`src/rtl/mult_div_unit.sv`:
```
// -----------------------------------------------------------------------------
// mult_div_unit
//   Multicycle signed multiply/divide unit (MULT / DIV) for the MIPS-subset
//   datapath. A start strobe latches operands a (rs) and b (rt). The unit then
//   runs 32 shift-add or restoring-divide iterations on the operand magnitudes,
//   applies the signs in FIX, and loads HI/LO on the FIX->DONE edge.
//
//   Optional feature macro: MULT_DIV_DIVZERO_EN
//     Defined     : a div_zero port exists. A divide by zero finishes at once,
//                   with done and div_zero pulsing together one cycle after
//                   the start. HI/LO keep their values.
//     Not defined : a divide by zero runs the full sequence. FIX then forces
//                   LO = all ones and HI = dividend.
//
// Ports
//   clk          : clock
//   reset        : synchronous, active-high reset
//   start_mult   : start signed multiply (sampled only in IDLE, wins over div)
//   start_div    : start signed divide   (sampled only in IDLE)
//   a            : multiplicand / dividend, captured on the start edge
//   b            : multiplier / divisor,    captured on the start edge
//   busy         : operation in progress (low in the done cycle)
//   done         : one-cycle pulse, hi/lo valid from this cycle on
//   hi, lo       : HI / LO result registers
//   div_zero     : one-cycle divide-by-zero pulse (MULT_DIV_DIVZERO_EN only)
// -----------------------------------------------------------------------------
module mult_div_unit #(
  parameter int WIDTH = 32
) (
  input  logic             clk,
  input  logic             reset,
  input  logic             start_mult,
  input  logic             start_div,
  input  logic [WIDTH-1:0] a,
  input  logic [WIDTH-1:0] b,
  output logic             busy,
  output logic             done,
  output logic [WIDTH-1:0] hi,
  output logic [WIDTH-1:0] lo
`ifdef MULT_DIV_DIVZERO_EN
  ,
  output logic             div_zero
`endif
);

  // Counter value on which the last iteration runs.
  localparam logic [5:0] LAST_ITER = 6'(WIDTH - 1);

  typedef enum logic [2:0] {
    S_IDLE = 3'd0,
    S_MULT = 3'd1,
    S_DIV  = 3'd2,
    S_FIX  = 3'd3,
    S_DONE = 3'd4
  } state_t;

  // Magnitude of a two's-complement value. The most negative value maps onto
  // itself, and that bit pattern read as unsigned is exactly 2^(WIDTH-1).
  function automatic logic [WIDTH-1:0] magnitude(input logic [WIDTH-1:0] x);
    magnitude = x[WIDTH-1] ? (~x + {{(WIDTH-1){1'b0}}, 1'b1}) : x;
  endfunction

  // Conditional two's-complement negation, WIDTH bits.
  function automatic logic [WIDTH-1:0] neg_if(input logic neg, input logic [WIDTH-1:0] x);
    neg_if = neg ? (~x + {{(WIDTH-1){1'b0}}, 1'b1}) : x;
  endfunction

  // Conditional two's-complement negation, 2*WIDTH bits.
  function automatic logic [2*WIDTH-1:0] neg_if2(input logic neg, input logic [2*WIDTH-1:0] x);
    neg_if2 = neg ? (~x + {{(2*WIDTH-1){1'b0}}, 1'b1}) : x;
  endfunction

  state_t               state_r, state_s;
  logic [5:0]           cnt_r;
  logic                 is_div_r;
  logic                 sign_a_r;
  logic                 sign_b_r;
  logic                 dz_r;          // divisor was zero at start
  logic [WIDTH-1:0]     a_r;           // raw dividend, forced into HI on divide by zero
  logic [2*WIDTH-1:0]   prod_r;        // unsigned working product
  logic [2*WIDTH-1:0]   mcand_r;       // |a|, shifted left every iteration
  logic [WIDTH-1:0]     mplier_r;      // |b|, shifted right every iteration
  logic [WIDTH-1:0]     rem_r;         // partial remainder (always < divisor)
  logic [WIDTH-1:0]     quo_r;         // dividend bits shift out, quotient bits shift in
  logic [WIDTH-1:0]     divisor_r;     // |b|
  logic [WIDTH-1:0]     hi_r, lo_r;
  logic                 busy_r, done_r, div_zero_r;

  logic                 start_any_s;
  logic                 dz_start_s;
  logic [WIDTH:0]       div_shift_s;   // 33-bit working remainder for one step
  logic [WIDTH:0]       div_trial_s;
  logic [WIDTH-1:0]     rem_next_s, quo_next_s;
  logic [2*WIDTH-1:0]   prod_signed_s;
  logic [WIDTH-1:0]     hi_fix_s, lo_fix_s;

  assign start_any_s = start_mult | start_div;

  // Detect the divide-by-zero short path taken straight out of IDLE.
  always_comb begin
    dz_start_s = 1'b0;
`ifdef MULT_DIV_DIVZERO_EN
    if ((state_r == S_IDLE) && !start_mult && start_div && (b == {WIDTH{1'b0}})) begin
      dz_start_s = 1'b1;
    end else begin
      dz_start_s = 1'b0;
    end
`endif
  end

  // State register.
  always_ff @(posedge clk) begin
    if (reset) begin
      state_r <= S_IDLE;
    end else begin
      state_r <= state_s;
    end
  end

  // Next-state logic.
  always_comb begin
    state_s = state_r;
    case (state_r)
      S_IDLE: begin
        if (start_mult) begin
          state_s = S_MULT;
        end else if (dz_start_s) begin
          state_s = S_DONE;
        end else if (start_div) begin
          state_s = S_DIV;
        end else begin
          state_s = S_IDLE;
        end
      end
      S_MULT: begin
        if (cnt_r == LAST_ITER) begin
          state_s = S_FIX;
        end else begin
          state_s = S_MULT;
        end
      end
      S_DIV: begin
        if (cnt_r == LAST_ITER) begin
          state_s = S_FIX;
        end else begin
          state_s = S_DIV;
        end
      end
      S_FIX:   state_s = S_DONE;
      S_DONE:  state_s = S_IDLE;
      default: state_s = S_IDLE;
    endcase
  end

  // One restoring-division step: bring in the next dividend bit and try to
  // subtract the divisor. A borrow out of bit WIDTH means "restore".
  always_comb begin
    div_shift_s = {rem_r, quo_r[WIDTH-1]};
    div_trial_s = div_shift_s - {1'b0, divisor_r};
    if (div_trial_s[WIDTH]) begin
      rem_next_s = div_shift_s[WIDTH-1:0];
      quo_next_s = {quo_r[WIDTH-2:0], 1'b0};
    end else begin
      rem_next_s = div_trial_s[WIDTH-1:0];
      quo_next_s = {quo_r[WIDTH-2:0], 1'b1};
    end
  end

  // Sign fix-up and selection of the values HI/LO load at FIX->DONE.
  always_comb begin
    prod_signed_s = neg_if2(sign_a_r ^ sign_b_r, prod_r);
    if (is_div_r) begin
      if (dz_r) begin
        hi_fix_s = a_r;
        lo_fix_s = {WIDTH{1'b1}};
      end else begin
        // Quotient truncates toward zero; remainder follows the dividend.
        hi_fix_s = neg_if(sign_a_r, rem_r);
        lo_fix_s = neg_if(sign_a_r ^ sign_b_r, quo_r);
      end
    end else begin
      hi_fix_s = prod_signed_s[2*WIDTH-1:WIDTH];
      lo_fix_s = prod_signed_s[WIDTH-1:0];
    end
  end

  // Operand capture, iteration datapath and HI/LO load.
  always_ff @(posedge clk) begin
    if (reset) begin
      cnt_r     <= 6'd0;
      is_div_r  <= 1'b0;
      sign_a_r  <= 1'b0;
      sign_b_r  <= 1'b0;
      dz_r      <= 1'b0;
      a_r       <= {WIDTH{1'b0}};
      prod_r    <= {(2*WIDTH){1'b0}};
      mcand_r   <= {(2*WIDTH){1'b0}};
      mplier_r  <= {WIDTH{1'b0}};
      rem_r     <= {WIDTH{1'b0}};
      quo_r     <= {WIDTH{1'b0}};
      divisor_r <= {WIDTH{1'b0}};
      hi_r      <= {WIDTH{1'b0}};
      lo_r      <= {WIDTH{1'b0}};
    end else begin
      case (state_r)
        S_IDLE: begin
          if (start_any_s && !dz_start_s) begin
            cnt_r     <= 6'd0;
            is_div_r  <= ~start_mult;
            sign_a_r  <= a[WIDTH-1];
            sign_b_r  <= b[WIDTH-1];
            dz_r      <= (b == {WIDTH{1'b0}});
            a_r       <= a;
            prod_r    <= {(2*WIDTH){1'b0}};
            mcand_r   <= {{WIDTH{1'b0}}, magnitude(a)};
            mplier_r  <= magnitude(b);
            rem_r     <= {WIDTH{1'b0}};
            quo_r     <= magnitude(a);
            divisor_r <= magnitude(b);
          end else begin
            cnt_r <= cnt_r;
          end
        end
        S_MULT: begin
          if (mplier_r[0]) begin
            prod_r <= prod_r + mcand_r;
          end else begin
            prod_r <= prod_r;
          end
          mcand_r  <= {mcand_r[2*WIDTH-2:0], 1'b0};
          mplier_r <= {1'b0, mplier_r[WIDTH-1:1]};
          cnt_r    <= cnt_r + 6'd1;
        end
        S_DIV: begin
          rem_r <= rem_next_s;
          quo_r <= quo_next_s;
          cnt_r <= cnt_r + 6'd1;
        end
        S_FIX: begin
          hi_r <= hi_fix_s;
          lo_r <= lo_fix_s;
        end
        default: begin
          cnt_r <= cnt_r;
        end
      endcase
    end
  end

  // Registered status outputs, derived from the state being entered.
  always_ff @(posedge clk) begin
    if (reset) begin
      busy_r     <= 1'b0;
      done_r     <= 1'b0;
      div_zero_r <= 1'b0;
    end else begin
      busy_r     <= (state_s == S_MULT) || (state_s == S_DIV) || (state_s == S_FIX);
      done_r     <= (state_s == S_DONE);
      div_zero_r <= dz_start_s;
    end
  end

  assign busy = busy_r;
  assign done = done_r;
  assign hi   = hi_r;
  assign lo   = lo_r;
`ifdef MULT_DIV_DIVZERO_EN
  assign div_zero = div_zero_r;
`else
  // Without the port the pulse has no consumer; keep it tied into the logic.
  logic unused_s;
  assign unused_s = div_zero_r;
`endif

endmodule

```
`config.mk`:
```
export PLATFORM = sky130hd
export DESIGN_NAME = mult_div_unit
export DESIGN_NICKNAME = d
export VERILOG_FILES = /design/src/rtl/mult_div_unit.sv
export SDC_FILE = /design/constraint.sdc
export NUM_CORES = 1
export LEC_CHECK = 0
export BUFFER_PORTS_ARGS = -buffer_cell sky130_fd_sc_hd__buf_2
export CAP_MARGIN = 20
export CORE_MARGIN = 2
export CORE_UTILIZATION = 25
export CTS_BUF_LIST = sky130_fd_sc_hd__clkbuf_8
export CTS_CLUSTER_DIAMETER = 50
export DETAILED_ROUTE_END_ITERATION = 6
export HOLD_SLACK_MARGIN = 0.08
export PLACE_DENSITY = 0.44
export SYNTH_ARGS = -nofsm -noshare
export SYNTH_HDL_FRONTEND = slang
export SYNTH_SLANG_ARGS = --single-unit
```
`constraint.sdc`:
```
create_clock -name clk -period 3 [get_ports clk]
set_input_delay 0 -clock clk [delete_from_list [all_inputs] [get_ports clk]]
set_output_delay 0 -clock clk [all_outputs]
set_load 0.01 [all_outputs]
```
==> results.rst <==
.. list-table::
   :header-rows: 1

   * - Metric
     - Value
   * - Number of rows in the core area
     - 111
   * - Final setup violation count
     - 52
   * - Setup ws final
     - -193.0 ps
   * - Number of design-rule violations left by the first detailed-router iteration
     - a little under 2000
   * - Worst Hold Class
     - input port to flop
   * - Arrival time worst endpoint
     - about 3700 ps
   * - Maximum level of the CTS H-tree
     - 3
   * - Met2 GRT Util
     - 0.3009
   * - Combinational share of power
     - 0.230
   * - Pin count of the biggest net entering global routing
     - 119
   * - Initial core utilization
     - 0.2534
   * - Residual DRC count
     - 0
   * - Total congestion overflow
     - 0
   * - Largest clock skew in the final design
     - 45.99 ps
   * - Max frequency
     - 313.2 MHz
   * - End of the worst register-to-register path
     - hi[15]$_SDFFE_PP0P_
   * - Post-Synthesis Cells
     - 3104
   * - Total length of routed wires
     - 94980 um
   * - Met3 routing resource usage after global routing
     - 0.03443
   * - Worst skew pair latency
     - 710 ps
   * - Number of synthesized flops with an enable pin
     - 0
   * - Vias in the first global route
     - around 24000
   * - Compound-gate portion of the synthesized area
     - 0.2515
   * - Max-slew headroom
     - 0.2752
   * - Die W
     - 309.3 um
   * - Layout Area Growth over Synthesis
     - 39.86%
   * - Core Area
     - a little over 90000 um^2
   * - Slew at the pin closest to its max-slew limit
     - 1087 ps
   * - PD cells
     - roughly 470 nW/um^2
   * - Worst Path Max Fanout
     - 4
   * - Met1 usage in global routing
     - 0.2732
   * - Worst setup path class
     - flop to flop
   * - Worst R2R Start
     - prod_r[10]$_SDFFE_PP0P_
   * - Worst hold slack across all endpoints
     - about 60 ps
   * - Part of the Yosys area used for sequential elements
     - 0.3145
   * - Post-DR vias/cell
     - 5.017
   * - Number of antenna violations at the first check in global routing
     - 4
   * - Count of final max-slew check failures
     - 0
   * - Total die area
     - about 96000 um^2
   * - Fraction of power spent switching nets
     - 0.3257
   * - Buffers added on ports
     - 133
   * - Combinational family with the most area after synthesis
     - compound AO/OA/AOI/OAI gates
   * - I/O Pins
     - around 130
   * - Hold path startpoint
     - a[5]
   * - Post-Synthesis Mean Instance Area
     - 7.506 um^2
   * - TritonCTS clock tree
     - built
   * - Worst setup EP type
     - flop
   * - Hold-critical path endpoint
     - quo_r[9]$_SDFFE_PP0P_
   * - Simple-Gate Fraction of Synth Area
     - 0.2184
   * - Most frequently used flop master after synthesis
     - dfxtp_1
   * - GRT Resource Usage Total
     - 0.1925
   * - Number of hold violations in the final report
     - 0
   * - Clock period minus worst slack
     - 3193 ps
   * - Worst voltage drop across the vdd grid
     - 0.2869 mV
   * - Number of vias in the routed layout
     - 25000
   * - Post-layout net count
     - 3848
   * - Die height
     - 309.3 um
   * - Post-layout total power
     - approximately 15 mW
   * - Violations in the final reports
     - negative setup slack
   * - Flop and latch count out of synthesis
     - between 300 and 400
   * - Top cell type's share of synthesized area
     - 0.3145
   * - Total number of clock tree sinks
     - 366
   * - Post-DR wirelength/cell
     - 19.07 um
   * - NetSw
     - 4.941 mW
   * - GR peak layer
     - met2
   * - Clock buffer count from CTS
     - 83
   * - Yosys warns
     - 0
   * - Async SR Flop Fraction
     - 0
   * - Final antenna-violating net count
     - 0
   * - Adder-Cell Fraction of Synth Area
     - 0.05596
   * - Part of the power in registers
     - 0.355
   * - Root buffer cell
     - clkbuf_8
   * - Global-route wire length before repair
     - 143700 um
   * - Logic depth of the worst register-to-register path
     - 12
   * - Setup crit start kind
     - flop
   * - Detailed Routing Iterations Pass 1
     - 6
   * - Period Utilization, post-route
     - 1.064
   * - Distinct cells, synth
     - 74
   * - Clock share of power
     - 0.415
   * - Static Leakage
     - roughly 13 nW
   * - Data required, critical path
     - around 3500 ps
   * - Clock-pin slew on the worst setup and hold paths
     - approximately 50 ps
   * - Clock buffer depth
     - 3
   * - Setup repair after global routing missed its margin
     - true
   * - Worst-case register-to-register setup slack
     - -190 ps
   * - Number of max-cap violations
     - 0
   * - Fraction of layout instances using a drive strength above 1
     - 0.2513
   * - Leading post-synthesis cells by cell area
     - dfxtp_1 31%, nand2_1 8.1%, a21oi_1 6.6%
   * - Worst Hold Depth
     - 6
   * - DP Wirelength
     - between 60000 and 70000 um
   * - Run status
     - finished, violations left
   * - Internal portion of total power
     - 10.23 mW
   * - Xor/xnor cell area share of the yosys netlist
     - 0.09699
   * - Net count after synthesis
     - 3275
   * - Post-synthesis instance area
     - around 23000 um^2
   * - Cell type with the highest aggregate area in the netlist
     - dfxtp_1
   * - Final weighted congestion of routability-driven global placement
     - approximately 0.87
   * - Proportion of synthesized area in mux cells
     - 0.01762
==> cells in the final DEF (no fill, tap or decap), types with 23 or more instances in the layout <==
cell,count
dlygate4sd3_1,105
a21oi_1,282
buf_2,128
a21oi_2,23
o31ai_1,30
o21ai_0,96
nor3_1,40
xor2_1,132
clkbuf_8,97
o211ai_1,36
a31oi_1,84
ha_1,91
mux2i_1,40
buf_4,422
nor2_1,225
o21ai_1,64
o221ai_1,25
dfxtp_1,347
xnor2_1,115
nand2_1,498
a22oi_1,31
nand3_1,127
a211oi_1,53
inv_1,85
nand4_1,27
a21o_1,41
==> final cells by class <==
cell class / instances / area [um^2]
Timing Repair Buffer: 690 / 5391
Sequential cell: 366 / 7356
Multi-Input combinational cell: 2460 / 16180
Fill cell: 9820 / 59360
Clock buffer: 97 / 1335
Antenna cell: 3 / 7.507
Clock inverter: 47 / 469.2
Tap cell: 1243 / 1555
Inverter: 76 / 285.3
==> critical path: stages (launching register included) <==
cell and delay, ps:
dfxtp_4 340, buf_6 110, or4_4 510, or4b_4 550, nor3_4 150, buf_6 130, nand4_1 180, nor4_4 270
buf_4 200, nor2_2 40, xor2_1 160, o211ai_1 280, a21oi_1 110
==> flip-flops by register name, indices dropped and copies added (netlist names), 6 cells and up <==
| name | flops |
|---|---|
| mcand_r | 64 |
| prod_r | 64 |
| divisor_r | 32 |
| hi | 32 |
| lo | 32 |
| mplier_r | 32 |
| quo_r | 32 |
| rem_r | 32 |
| a_r | 31 |
| cnt_r | 6 |
==> synthesized netlist by cell type, types with 6 or more instances <==
master,number
nor2_1,231
a211oi_1,60
or3_1,21
nand2b_1,22
a221oi_1,6
nand2_1,504
xnor2_1,124
and3_1,19
xor2_1,134
ha_1,101
buf_1,24
o21bai_1,21
a31oi_1,86
o41ai_1,26
nand4_1,27
nor2b_1,20
a21boi_0,8
nor4_1,22
clkbuf_1,173
o21a_1,15
or2_2,12
nor3_1,48
o211ai_1,36
o221ai_1,31
a21oi_1,309
mux2i_1,41
inv_1,76
nand3_1,130
o31ai_1,38
dfxtp_1,366
a22oi_1,31
or4_1,31
a21o_1,41
o21ai_0,176
==> power by group through the flow <==
stage / registers [mW] / clock network, mW / logic (mW)
after floorplan: 5.39 / 0 / 1.81
after global placement: 5.45 / 0 / 3.08
after global routing: 5.41 / 6.68 / 3.80
after CTS: 5.37 / 6.46 / 3.38
after detailed placement: 5.46 / 0 / 3.07
final: 5.38 / 6.30 / 3.49
==> how the worst max path moves through the flow <==
stage,end,depth (start not counted),start
CTS,hi[15]$_SDFFE_PP0P_,12,prod_r[12]$_SDFFE_PP0P_
detailed placement,rem_r[9]$_SDFFE_PP0P_,13,divisor_r[17]$_SDFFE_PP0P_
floorplan,hi[28]$_SDFFE_PP0P_,10,prod_r[9]$_SDFFE_PP0P_
global placement,hi[21]$_SDFFE_PP0P_,12,prod_r[10]$_SDFFE_PP0P_
finish,hi[15]$_SDFFE_PP0P_,12,prod_r[10]$_SDFFE_PP0P_
global route,hi[15]$_SDFFE_PP0P_,12,prod_r[10]$_SDFFE_PP0P_
==> logic make-up after synthesis <==
group	Yosys count
simple gates	1121
compound gates	937
flops	366
buf+inv	278
xor+xnor	258
fa+ha+maj	103
mux	41
==> metal layers <==
layer | part of all wire | vias up
li1 | - | 12330
met1 | 0.48 | 11960
met3 | 0.056 | 107
met4 | 0.018 | 2
met2 | 0.44 | 597
met5 | 0.000074 | -
==> metrics by stage <==
stage          TNS, ps  std cells  instance area [um^2]  utilization  setup WS (ps)
6_report         -2682       4982                 32580       0.3544         -193.0
2_1_floorplan   -26.72       3104                 23370            -         -26.72
3_5_place_dp    -30850       4690                 28070       0.3053         -514.8
5_1_grt         -11190       4981                 32580       0.3544         -321.4
4_1_cts          -6537       4964                 31830       0.3462         -451.5
3_3_place_gp    -23100       4690                 28070       0.3053         -421.4
==> repair_timing <==
action	CTS	global route
hold endpoints to repair	276	13
hold buffers	106	5
setup buffers	27	21
endpoints found under the setup margin	103	118
gates resized for setup	192	152
pin swaps	67	115
gates cloned	3	1
(Power assumes the default switching activity.)
